==> src/rtl/any1_pkg.sv <==
// Shared types for the branch resolve queue: address type, queue entry layout, default depth.
package any1_pkg;

    localparam int ADDR_W    = 32;
    localparam int BRQ_DEPTH = 8;

    typedef logic [ADDR_W-1:0] Address;

    typedef struct packed {
        Address ip;
        logic   pred_taken;
        Address pred_tgt;
    } brq_entry_t;

endpackage

==> src/rtl/any1_brq_ram.sv <==
// Entry storage for the branch resolve queue: one synchronous write port, asynchronous read.
module any1_brq_ram
    import any1_pkg::*;
#(
    parameter int DEPTH = BRQ_DEPTH,
    parameter int PW    = $clog2(DEPTH)
) (
    input  logic          clk,
    input  logic          we,
    input  logic [PW-1:0] waddr,
    input  brq_entry_t    wdata,
    input  logic [PW-1:0] raddr,
    output brq_entry_t    rdata
);

    brq_entry_t mem_q [DEPTH];

    always_ff @(posedge clk) begin
        if (we) mem_q[waddr] <= wdata;
    end

    assign rdata = mem_q[raddr];

endmodule

==> src/rtl/branch_resolve_queue.sv <==
// In-order queue of predicted branches; resolves the head against execute, drives predictor update
// and a registered fetch redirect. Optional BRQ_STATS_EN adds resolved/mispredict counters.
module branch_resolve_queue
    import any1_pkg::*;
#(
    parameter int DEPTH = BRQ_DEPTH,
    parameter int CW    = $clog2(DEPTH+1)
) (
    input  logic          clk,
    input  logic          rst,
    input  logic          en,
    input  logic          f_push,
    input  Address        f_ip,
    input  logic          f_pred_taken,
    input  Address        f_pred_tgt,
    output logic          f_rdy,
    input  logic          x_valid,
    input  logic          x_takb,
    input  Address        x_tgt,
    input  Address        x_fallthru,
    output logic          x_rdy,
    output logic          xisBranch,
    output Address        xip,
    output logic          takb,
    output logic          mispredict,
    output Address        redirect_ip,
    output logic [CW-1:0] count,
    output logic          err_underflow
`ifdef BRQ_STATS_EN
    ,
    output logic [31:0]   stat_resolved,
    output logic [31:0]   stat_mispredict
`endif
);

    localparam int PW = $clog2(DEPTH);

    logic [PW-1:0] wr_ptr_q, wr_ptr_d, rd_ptr_q, rd_ptr_d;
    logic [CW-1:0] count_q, count_d;
    logic          xisb_q, xisb_d, takb_q, takb_d, mis_q, mis_d, err_q, err_d;
    Address        xip_q, xip_d, redir_q, redir_d;

    brq_entry_t head, wentry;
    logic       full, do_pop, do_push, miss, flush, wr_en;
    Address     correct;

    any1_brq_ram #(.DEPTH(DEPTH), .PW(PW)) u_ram (
        .clk   (clk),
        .we    (wr_en),
        .waddr (wr_ptr_q),
        .wdata (wentry),
        .raddr (rd_ptr_q),
        .rdata (head)
    );

    always_comb begin
        wentry  = '{ip: f_ip, pred_taken: f_pred_taken, pred_tgt: f_pred_tgt};
        full    = (count_q == CW'(DEPTH));
        do_pop  = en & x_valid & (count_q != '0);
        miss    = (head.pred_taken != x_takb) |
                  (x_takb & head.pred_taken & (head.pred_tgt != x_tgt));
        correct = x_takb ? x_tgt : x_fallthru;
        flush   = do_pop & miss;
        // A full queue still takes a push when the head leaves in the same cycle.
        do_push = en & f_push & ~mis_q & (~full | do_pop);
        wr_en   = do_push & ~flush;
    end

    always_comb begin
        wr_ptr_d = wr_ptr_q;
        rd_ptr_d = rd_ptr_q;
        count_d  = count_q;
        if (flush) begin
            rd_ptr_d = wr_ptr_q;
            count_d  = '0;
        end else begin
            if (wr_en)  wr_ptr_d = wr_ptr_q + PW'(1);
            if (do_pop) rd_ptr_d = rd_ptr_q + PW'(1);
            case ({wr_en, do_pop})
                2'b10:   count_d = count_q + CW'(1);
                2'b01:   count_d = count_q - CW'(1);
                default: count_d = count_q;
            endcase
        end
    end

    always_comb begin
        xisb_d  = do_pop;
        mis_d   = flush;
        xip_d   = do_pop ? head.ip : xip_q;
        takb_d  = do_pop ? x_takb  : takb_q;
        redir_d = do_pop ? correct : redir_q;
        err_d   = err_q | (en & x_valid & (count_q == '0));
    end

    always_ff @(posedge clk or posedge rst) begin
        if (rst) begin
            wr_ptr_q <= '0;
            rd_ptr_q <= '0;
            count_q  <= '0;
            xisb_q   <= 1'b0;
            mis_q    <= 1'b0;
            xip_q    <= '0;
            takb_q   <= 1'b0;
            redir_q  <= '0;
            err_q    <= 1'b0;
        end else begin
            wr_ptr_q <= wr_ptr_d;
            rd_ptr_q <= rd_ptr_d;
            count_q  <= count_d;
            xisb_q   <= xisb_d;
            mis_q    <= mis_d;
            xip_q    <= xip_d;
            takb_q   <= takb_d;
            redir_q  <= redir_d;
            err_q    <= err_d;
        end
    end

    assign f_rdy         = ~full;
    assign x_rdy         = (count_q != '0);
    assign count         = count_q;
    assign xisBranch     = xisb_q;
    assign mispredict    = mis_q;
    assign xip           = xip_q;
    assign takb          = takb_q;
    assign redirect_ip   = redir_q;
    assign err_underflow = err_q;

`ifdef BRQ_STATS_EN
    logic [31:0] stat_res_q, stat_res_d, stat_mis_q, stat_mis_d;

    always_comb begin
        stat_res_d = stat_res_q + {31'd0, xisb_q};
        stat_mis_d = stat_mis_q + {31'd0, mis_q};
    end

    always_ff @(posedge clk or posedge rst) begin
        if (rst) begin
            stat_res_q <= '0;
            stat_mis_q <= '0;
        end else begin
            stat_res_q <= stat_res_d;
            stat_mis_q <= stat_mis_d;
        end
    end

    assign stat_resolved   = stat_res_q;
    assign stat_mispredict = stat_mis_q;
`endif

endmodule

==> config.mk <==
export PLATFORM = sky130hd
export DESIGN_NAME = branch_resolve_queue
export DESIGN_NICKNAME = d
export VERILOG_FILES = /design/src/rtl/any1_pkg.sv /design/src/rtl/any1_brq_ram.sv /design/src/rtl/branch_resolve_queue.sv
export SDC_FILE = /design/constraint.sdc
export NUM_CORES = 1
export LEC_CHECK = 0
export CORE_MARGIN = 5
export CORE_UTILIZATION = 48
export DETAILED_ROUTE_END_ITERATION = 10
export PLACE_DENSITY_LB_ADDON = 0.1
export SLEW_MARGIN = 20
export SYNTH_ARGS = -nofsm -noshare
export SYNTH_HDL_FRONTEND = slang
export SYNTH_SLANG_ARGS = --single-unit
export TNS_END_PERCENT = 30
==> constraint.sdc <==
create_clock -name clk -period 17.5 [get_ports clk]
set_input_delay 3.5 -clock clk [delete_from_list [all_inputs] [get_ports clk]]
set_output_delay 3.5 -clock clk [all_outputs]
set_load 0.005 [all_outputs]
==> reports/metrics.yaml, run 1 <==
pwr:
  seqPwrFrac: 0.444
  p_clk_frac: 0.300
  p_switching_w: 0.001177
  switching_share: 0.2805
  comb_power_share: 0.256
  max-vdd-ir-drop_v: 0.00007188
  p_leak_nw: 9.835
  p_per_area_mw_per_mm2: 149.1
  p_int_w: 0.003020
sta:
  max_freq_mhz: 133.4
  drv_slew: 0
  finClkSkew_ns: 0.01531
  period_share: 0.4284
  setup_viol: 0
  grt_setup_unrepaired: "no"
  min_period_ns: 7.497
  worst_slack_ns: 10.00
  worst_pin_slew_ns: 1.041
  hold_viol: 0
  fin_hold_ws_ns: 0.4819
  relSlewSlack: 0.3063
  tns_ns: 0
worst_setup_path:
  crit_family: "buffers and inverters"
  path_cells: "clkdlybuf4s50_1 -> nand3_4 -> buf_4 -> inv_1 -> a31oi_4 -> inv_4 -> nor4_4 -> buf_4"
  r2r_start: "rd_ptr_q[0]$_DFFE_PP0P_"
  critPathBufInv: 5
  worst_path_max_delay_cell: "buf_4"
  crit_start: "x_valid"
  critPathLaunchType: "input port"
  cp.arrival_ns: 7.72
  crit_type: "input port to register"
  rrSetupSlack_ns: 10.82
  crit_fanout: 85
  required_ns: 17.73
  cpPeakStageDelay_ns: 0.86
  cp-end-kind: "register"
  critPathMostFrequentCell: "buf_4"
floorplan:
  rows: 81
  io_pins: 209
  core_sq_mm: 0.04855
  die_x_um: 230.8
  start_util: 0.4819
  design.die.area_sq_mm: 0.05325
  fp.dieH_um: 230.8
drt:
  drt-initial-drc-count: 865
  wl_per_cell_um: 24.13
  antenna_left: 0
  drc: 0
  wirelength_um: 50980
  viasPerCell: 5.559
  first_pass_iters: 5
  vias: 11750
cells_and_area:
  area_delta_synth_final_pct: 20.34
  fillCellCount: 3642
  stdcell_area_sq_mm: 0.02815
  multi_input_comb_area_sq_mm: 0.005558
  ff_latch_area_sq_mm: 0.01758
  drive_above_1_share: 0.1543
  postLayoutCoreUtil: 0.5799
  antenna_cells: 0
  fin_nets: 1581
  layout_commonest_cell: "edfxtp_1"
  layout.cells.most_common_list: "edfxtp_1, clkdlybuf4s50_1, mux2i_1"
placed_design:
  port_buffers: 208
  pre_cts_ws_ns: 9.308
  gp_congestion: 0.7486
  hpwl_um: 29620
  place_area_sq_mm: 0.02617
clock_tree:
  hold_buffers: 0
  clk_path_buf_depth: 3
  cts_made_buffers: 60
  clkTransAtPathRegs_ns: 0.06
  clk_latency_ns: 0.61
  root_buffer: "clkbuf_16"
  cts_resized: 0
  cts_setup_buffers: 0
  cts_sinks: 598
  cts.htree.levels: 2
  cts_tree: "built"
logic_synthesis:
  synth-edff-count: 520
  synth_top_area_share: 0.6675
  synth_top_area_cell: "edfxtp_1"
  synthesis.nets: 1353
  ys.flop_type: "edfxtp_1"
  synthArstFlopShare: 0.1304
  ys_ff_latch: 598
  syn_avg_cell_area_sq_um: 19.32
  synth_cells: 1211
  synthTopCellsByArea: "edfxtp_1, mux4_2, dfrtp_1"
  yosysWarnings: 0
  yosysSeqAreaShare: 0.7509
  mappedNetlistArea_sq_mm: 0.02339
  synth.distinct_cells: 49
grt:
  grt_max_degree: 86
  track_usage: 0.1911
  grt_overflow: 0
  grt_pass1_wl_um: 77310
  antenna_found_initial: 4
  grt_pass1_vias: 12330
min_path:
  hold_path_class: "register to register"
  hp-start: "takb$_DFFE_PP0P_"
outcome:
  outcome: "completed"
job:
  drv_cap: 0
kinds of logic (layout without fill, tap and decap cells):
| logic type | count (synthesis) | in the layout | synth area share |
|---|---|---|---|
| flip-flops | 598 | 598 | 0.7509 |
| multiplexers | 244 | 244 | 0.1591 |
| AND/OR/NAND/NOR | 137 | 137 | 0.02925 |
| AO/OA/AOI/OAI | 130 | 130 | 0.03289 |
| buffers and inverters | 69 | 349 | 0.01407 |
| XOR/XNOR | 26 | 26 | 0.009734 |
| adder cells (fa/ha/maj) | 7 | 7 | 0.004065 |
metrics by stage:
stage	std cells	total power, W
CTS	2112	0.004257
detailed placement	1998	0.002992
floorplan	1211	0.002545
global route	2113	0.004413
finish	2113	0.004198
global placement	1998	0.002982
cell usage after synthesis (3+ instances only):
cell      count
edfxtp_1    520
mux2i_1     139
mux4_2      102
nand2_1      83
dfrtp_1      78
o21ai_0      71
a22oi_1      25
clkbuf_1     22
buf_1        21
a21oi_1      17
xor2_1       17
buf_2        12
and3_1       11
nor2_1       10
xnor2_1       9
buf_6         6
ha_1          6
inv_1         5
nand3_1       4
nor2b_1       4
o22ai_1       4
nor3_1        3
nor4_1        3
o211ai_1      3
final timing paths:
path,endpoint,depth (start not counted)
worst max-delay path,u_ram.mem_q[0][4]$_DFFE_PP_,8
worst min-delay path,takb$_DFFE_PP0P_,2
worst max register to register,u_ram.mem_q[0][4]$_DFFE_PP_,12
worst min register to register,takb$_DFFE_PP0P_,2
max in group asynchronous,rd_ptr_q[0]$_DFFE_PP0P_,3
min in group asynchronous,xip[3]$_DFFE_PP0P_,2
power by group through the flow:
stage          logic, W  registers (W)  clock network, W
3_5_place_dp    0.00110        0.00190                 0
2_1_floorplan  0.000722        0.00182                 0
4_1_cts         0.00110        0.00187           0.00129
3_3_place_gp    0.00109        0.00189                 0
5_1_grt         0.00117        0.00189           0.00135
6_report        0.00108        0.00186           0.00126
registers in the layout (all words and copies together), names as in the netlist:
signal and count:
u_ram.mem_q 520, xisBranch 1, wr_ptr_q 3, count 4, redirect_ip 32, rd_ptr_q 3, mispredict 1, err_underflow 1
takb 1, xip 32
per-layer routing:
metal | global-route usage | share of wire | up-vias
met5 | 0 | 0.0011 | -
met4 | 0.03733 | 0.015 | 8
met2 | 0.3146 | 0.49 | 285
met1 | 0.2699 | 0.45 | 6073
li1 | - | - | 5316
met3 | 0.04046 | 0.052 | 64
tightest hold or removal path, stage by stage, from the launching register on:
cell and delay [ns]:
dfrtp_1 0.35, nand2_1 0.05, nand2_1 0.05
cell type report:
class | count | area share
inverter | 6 | 0.0009777
clock inverter | 25 | 0.008311
multi-input combinational | 544 | 0.1974
clock buffer | 89 | 0.06120
sequential | 598 | 0.6244
tap | 622 | 0.02764
timing repair buffer | 229 | 0.08009
No activity file was read; power rests on OpenSTA's default activity.
==> run 2, diff against run 1 <==
Clock period 17.5 ns to 6.2 ns, I/O delays scaled along.
==> reports/metrics.yaml, run 2 (same netlist as run 1, synthesis figures left out) <==
outcome:
  outcome: "completed"  # unchanged
worst_setup_path:
  critPathLaunchType: "register"  # was input port
  rrSetupSlack_ns: 1.26  # was 10.82 ns
  cp.arrival_ns: 5.41  # was 7.72 ns
  required_ns: 6.67  # was 17.73 ns
  crit_type: "register to register"  # was input port to register
  crit_fanout: 40  # was 85
  reg2regPathDepth: 17  # was 12
  cp-end-kind: "register"  # unchanged
  regToRegEndpoint: "count[3]$_DFFE_PP0P_"  # was u_ram.mem_q[0][4]$_DFFE_PP_
  r2r_start: "rd_ptr_q[1]$_DFFE_PP0P_"  # was rd_ptr_q[0]$_DFFE_PP0P_
clock_tree:
  root_buffer: "clkbuf_16"  # unchanged
  cts_made_buffers: 60  # unchanged
  clk_path_buf_depth: 3  # unchanged
  hold_buffers: 0  # unchanged
  clk_latency_ns: 0.62  # was 0.61 ns
  cts_tree: "built"  # unchanged
  cts_sinks: 598  # unchanged
  clkTransAtPathRegs_ns: 0.06  # about the same
  cts_resized: 0  # unchanged
  cts_setup_buffers: 0  # unchanged
  cts.htree.levels: 2  # unchanged
sta:
  max_freq_mhz: 202.4
  relSlewSlack: 0.4945  # was 0.3063
  worst_pin_slew_ns: 0.7582  # was 1.041 ns
  setup_viol: 0  # unchanged
  drv_slew: 0  # unchanged
  hold_viol: 0  # unchanged
  finClkSkew_ns: 0.02207  # was 0.01531 ns
  grt_setup_unrepaired: "no"  # unchanged
  period_share: 0.7967
  min_period_ns: 4.940
  fin_hold_ws_ns: 0.4758  # was 0.4819 ns
cells_and_area:
  drive_above_1_share: 0.1633  # was 0.1543
  largest_reg_flops: 520  # unchanged
  largest_register: "u_ram.mem_q"  # unchanged
  fillCellCount: 3675  # was 3642
  layout_commonest_cell: "edfxtp_1"  # unchanged
  postLayoutCoreUtil: 0.5826  # was 0.5799
  area_delta_synth_final_pct: 20.90  # was 20.34%
  stdcell_area_sq_mm: 0.02828  # was 0.02815 sq mm
  fin_nets: 1598  # was 1581
  layout.cells.most_common_list: "edfxtp_1, clkdlybuf4s50_1, mux2i_1"  # unchanged
  layout.cells.non_filler: 2131  # was 2113
drt:
  first_pass_iters: 5  # unchanged
  wl_per_cell_um: 24.25  # was 24.13 um
  antenna_left: 0  # unchanged
  drc: 0  # unchanged
  drt-initial-drc-count: 762  # was 865
  wirelength_um: 51670  # was 50980 um
  viasPerCell: 5.569  # was 5.559
  vias: 11870  # was 11750
min_path:
  hp-start: "redirect_ip[18]$_DFFE_PP0P_"  # was takb$_DFFE_PP0P_
  holdPathStages: 2  # unchanged
  whs_endpoint: "redirect_ip[18]$_DFFE_PP0P_"  # was takb$_DFFE_PP0P_
  hold_path_class: "register to register"  # unchanged
floorplan:
  fp.dieH_um: 230.8  # unchanged
  die_x_um: 230.8  # unchanged
  io_pins: 209  # unchanged
  start_util: 0.4819  # unchanged
  core_sq_mm: 0.04855  # unchanged
  design.die.area_sq_mm: 0.05325  # unchanged
  rows: 81  # unchanged
grt:
  antenna_found_initial: 5  # was 4
  grt_overflow: 0  # unchanged
  grt_pass1_vias: 12380  # was 12330
  grt_pass1_wl_um: 78170  # was 77310 um
  track_usage: 0.1940  # was 0.1911
  grt_max_degree: 75  # was 86
placed_design:
  hpwl_um: 31190  # was 29620 um
  port_buffers: 208  # unchanged
  place_area_sq_mm: 0.02639  # was 0.02617 sq mm
  gp_congestion: 0.7736  # was 0.7486
  placedCellCount: 2016  # was 1998
job:
  drv_cap: 0  # unchanged
pwr:
  p_leak_nw: 9.896  # was 9.835 nW
  p_per_area_mw_per_mm2: 416.2  # was 149.1 mW/mm^2
  max-vdd-ir-drop_v: 0.0002744  # was 0.00007188 V
run 2: cell types whose count changed in the layout (fill, tap and decap cells not counted), sizes merged:
| cell | before | now |
|---|---|---|
| buf | 22 | 39 |
| bufinv | 4 | 2 |
| clkbuf | 89 | 87 |
| clkinv | 17 | 16 |
| clkinvlp | 1 | 4 |
| diode | 0 | 3 |
run 2: how the worst max path moves through the flow:
stage                                              to  cells past startpoint               startpoint  slack, ns
final                            count[3]$_DFFE_PP0P_                     17  rd_ptr_q[1]$_DFFE_PP0P_       1.26
after global routing             count[3]$_DFFE_PP0P_                     17  rd_ptr_q[1]$_DFFE_PP0P_       0.80
after CTS                        count[3]$_DFFE_PP0P_                     17  rd_ptr_q[2]$_DFFE_PP0P_       1.24
after detailed placement         count[3]$_DFFE_PP0P_                     15                x_tgt[15]       1.19
after global placement           count[3]$_DFFE_PP0P_                     15                x_tgt[15]       1.24
after floorplan           u_ram.mem_q[1][0]$_DFFE_PP_                     13  rd_ptr_q[0]$_DFFE_PP0P_      -1.31
run 2: worst max-delay path, stage by stage, from the launching register on:
cell,delay [ns]
dfrtp_4,0.87
buf_4,0.38
mux2i_1,0.12
a22oi_1,0.32
and3_1,0.21
o22ai_1,0.07
nor4_1,0.63
nand4_2,0.35
a31oi_4,0.34
inv_4,0.13
ha_1,0.26
ha_1,0.30
a21o_1,0.17
a21oi_1,0.17
xor2_1,0.16
nor2_1,0.06
xnor2_1,0.13
a21oi_1,0.05
run 2: per-layer routing:
layer	global-route usage	wire length [um]	vias up
li1	-	-	5351
met1	0.2779	22870	6107
met2	0.3087	24600	331
met3	0.04046	3061	72
met4	0.05126	1105	6
met5	0	43	-
run 2: area by class of cell:
| type | count | area (sq um) | area share |
|---|---|---|---|
| Timing Repair Buffer | 246 | 2437 | 0.08618 |
| Tap cell | 622 | 778.2 | 0.02752 |
| Inverter | 6 | 27.53 | 0.0009732 |
| Sequential cell | 598 | 17580 | 0.6215 |
| Clock inverter | 25 | 186.4 | 0.006591 |
| Clock buffer | 87 | 1704 | 0.06025 |
| Multi-Input combinational cell | 544 | 5564 | 0.1967 |
| Antenna cell | 3 | 7.507 | 0.0002654 |
run 2: report_power, final:
group          internal, W  switching [W]  total, W
clock              0.00198        0.00145   0.00344
sequential         0.00487       0.000386   0.00526
combinational      0.00162        0.00146   0.00308
total              0.00847        0.00330    0.0118
run 2: through the flow:
stage                     TNS, ns  setup slack [ns]  power, W
final                           0             1.260   0.01177
after global routing            0            0.8043   0.01238
after floorplan           -292.92            -1.305  0.007184
after CTS                       0             1.241   0.01194
after detailed placement        0             1.194  0.008486
after global placement          0             1.238  0.008451
==> run 3, diff against run 2 <==
Clock period 6.2 ns to 5 ns, I/O delays scaled along.
==> reports/metrics.yaml, run 3 (same netlist as run 1, synthesis figures left out) <==
outcome:
  outcome: "completed"  # unchanged
min_path:
  holdPathStages: 2  # unchanged
  hold_path_class: "register to register"  # unchanged
  hp-start: "xip[2]$_DFFE_PP0P_"  # was redirect_ip[18]$_DFFE_PP0P_
  whs_endpoint: "xip[2]$_DFFE_PP0P_"  # was redirect_ip[18]$_DFFE_PP0P_
cells_and_area:
  fillCellCount: 3612  # was 3675
  fin_nets: 1607  # was 1598
  area_delta_synth_final_pct: 22.61  # was 20.90%
  stdcell_area_sq_mm: 0.02869  # was 0.02828 sq mm
  layout_commonest_cell: "edfxtp_1"  # unchanged
  layout.cells.most_common_list: "edfxtp_1, clkdlybuf4s50_1, mux2i_1"  # unchanged
  largest_register: "u_ram.mem_q"  # unchanged
  antenna_cells: 0  # was 3
  drive_above_1_share: 0.1708  # was 0.1633
  largest_reg_flops: 520  # unchanged
  postLayoutCoreUtil: 0.5909  # was 0.5826
floorplan:
  fp.dieH_um: 230.8  # unchanged
  start_util: 0.4819  # unchanged
  io_pins: 209  # unchanged
  core_sq_mm: 0.04855  # unchanged
  rows: 81  # unchanged
  die_x_um: 230.8  # unchanged
  design.die.area_sq_mm: 0.05325  # unchanged
drt:
  antenna_left: 0  # unchanged
  vias: 11850  # was 11870
  viasPerCell: 5.542  # was 5.569
  drt-initial-drc-count: 859  # was 762
  first_pass_iters: 5  # unchanged
  drc: 0  # unchanged
  wirelength_um: 51140  # was 51670 um
  wl_per_cell_um: 23.92  # was 24.25 um
placed_design:
  port_buffers: 208  # unchanged
  gp_congestion: 0.7849  # was 0.7736
  hpwl_um: 30810  # was 31190 um
  place_area_sq_mm: 0.02652  # was 0.02639 sq mm
clock_tree:
  hold_buffers: 0  # unchanged
  root_buffer: "clkbuf_16"  # unchanged
  clk_path_buf_depth: 3  # unchanged
  cts_tree: "built"  # unchanged
  cts_resized: 0  # unchanged
  clkTransAtPathRegs_ns: 0.06  # about the same
  cts_setup_buffers: 0  # unchanged
  clk_latency_ns: 0.59  # was 0.62 ns
  cts_made_buffers: 66  # was 60
  cts_sinks: 598  # unchanged
  cts.htree.levels: 3  # was 2
worst_setup_path:
  r2r_start: "rd_ptr_q[2]$_DFFE_PP0P_"  # was rd_ptr_q[1]$_DFFE_PP0P_
  cpPeakStageDelay_ns: 0.76  # was 0.87 ns
  regToRegEndpoint: "count[3]$_DFFE_PP0P_"  # unchanged
  reg2regPathDepth: 18  # was 17
  critPathLaunchType: "register"  # unchanged
  cp-end-kind: "register"  # unchanged
  required_ns: 5.45  # was 6.67 ns
  critPathMostFrequentCell: "a21oi_1"
  worst_path_max_delay_cell: "dfrtp_4"  # unchanged
  path_cells: "buf_12 -> mux2i_1 -> a22oi_1 -> a21oi_1 -> o22ai_1 -> nor4_1 -> buf_4 -> nand4_2 -> a31oi_4 -> inv_4 -> ha_1 -> ha_1 -> a21o_1 -> a21oi_1 -> xor2_1 -> nor2_1 -> xnor2_1 -> a21oi_1"  # was buf_4 -> mux2i_1 -> a22oi_1 -> and3_1 -> o22ai_1 -> nor4_1 -> nand4_2 -> a31oi_4 -> inv_4 -> ha_1 -> ha_1 -> a21o_1 -> a21oi_1 -> xor2_1 -> nor2_1 -> xnor2_1 -> a21oi_1
  rrSetupSlack_ns: 0.36  # was 1.26 ns
  crit_type: "register to register"  # unchanged
  crit_fanout: 33  # was 40
  cp.arrival_ns: 5.09  # was 5.41 ns
sta:
  grt_setup_unrepaired: "no"  # unchanged
  period_share: 0.9282  # was 0.7967
  worst_pin_slew_ns: 0.9751  # was 0.7582 ns
  drv_slew: 0  # unchanged
  finClkSkew_ns: 0.02589  # was 0.02207 ns
  relSlewSlack: 0.3499  # was 0.4945
  setup_viol: 0  # unchanged
  max_freq_mhz: 215.5  # was 202.4 MHz
  min_period_ns: 4.641  # was 4.940 ns
  hold_viol: 0  # unchanged
pwr:
  max-vdd-ir-drop_v: 0.0002596  # was 0.0002744 V
  p_per_area_mw_per_mm2: 530.2  # was 416.2 mW/mm^2
  p_leak_nw: 10.09  # was 9.896 nW
grt:
  antenna_found_initial: 6  # was 5
  grt_max_degree: 104  # was 75
  grt_pass1_vias: 12470  # was 12380
  grt_overflow: 0  # unchanged
  grt_pass1_wl_um: 78090  # was 78170 um
  track_usage: 0.1946  # was 0.1940
job:
  drv_cap: 0  # unchanged
## run 3: cell count changes in the layout (fill, tap and decap cells not counted), moves of 2 or more
cell	before	now
buf_12	6	12
buf_4	32	29
bufinv_16	2	6
clkbuf_16	61	69
clkbuf_8	8	6
clkinvlp_4	4	0
diode_2	3	0
## run 3: through the flow
stage          cells  power (W)  setup WS (ns)  hold WS (ns)  TNS [ns]
2_1_floorplan   1211   0.009018        -0.1858        0.4678    -35.98
3_3_place_gp    2019    0.01053         0.4388        0.4614         0
3_5_place_dp    2019    0.01058         0.4307        0.4691         0
4_1_cts         2138    0.01543         0.3695        0.4814         0
5_1_grt         2138    0.01599         0.1082        0.4981         0
6_report        2138    0.01521         0.3590        0.4781         0
## run 3: area by class of cell
type                       instances  area [sq um]  share of cell area
sequential                       598         17580              0.6128
multi-input combinational        544          5598              0.1951
timing repair buffer             249          2535             0.08837
clock buffer                      92          1873             0.06530
tap                              622         778.2             0.02713
clock inverter                    27         292.8             0.01021
inverter                           6         30.03            0.001047
## run 3: critical path: cells and delay by family, from the launching register on
family,cells,cell delay (ns)
xor gates and xnor gates,2,0.32
DFF,1,0.76
and+or+nand+nor,3,0.66
buffers and inverters,3,0.55
AOI/OAI and AO/OA,7,1.33
adders and majority gates,2,0.55
muxes,1,0.27
## run 3: worst max-delay path by stage
stage / startpoint / endpoint / slack [ns] / cells after the start
after floorplan: rd_ptr_q[1]$_DFFE_PP0P_ / u_ram.mem_q[1][0]$_DFFE_PP_ / -0.19 / 14
after global placement: rd_ptr_q[1]$_DFFE_PP0P_ / count[3]$_DFFE_PP0P_ / 0.44 / 18
after detailed placement: rd_ptr_q[1]$_DFFE_PP0P_ / count[3]$_DFFE_PP0P_ / 0.43 / 18
after CTS: rd_ptr_q[1]$_DFFE_PP0P_ / count[3]$_DFFE_PP0P_ / 0.37 / 18
after global routing: rd_ptr_q[1]$_DFFE_PP0P_ / count[3]$_DFFE_PP0P_ / 0.11 / 18
final: rd_ptr_q[2]$_DFFE_PP0P_ / count[3]$_DFFE_PP0P_ / 0.36 / 18
## run 3: per-layer routing
layer  global-route usage  wire length, um
met1               0.2837            23290
met4              0.05423              988
met5                    0               78
met3              0.04403             3023
met2               0.3005            23750
## run 3: where the power goes
group          total [W]  switching, W  internal (W)
clock network    0.00481       0.00189       0.00293
registers        0.00645      0.000411       0.00604
logic            0.00394       0.00190       0.00204
total             0.0152       0.00420        0.0110
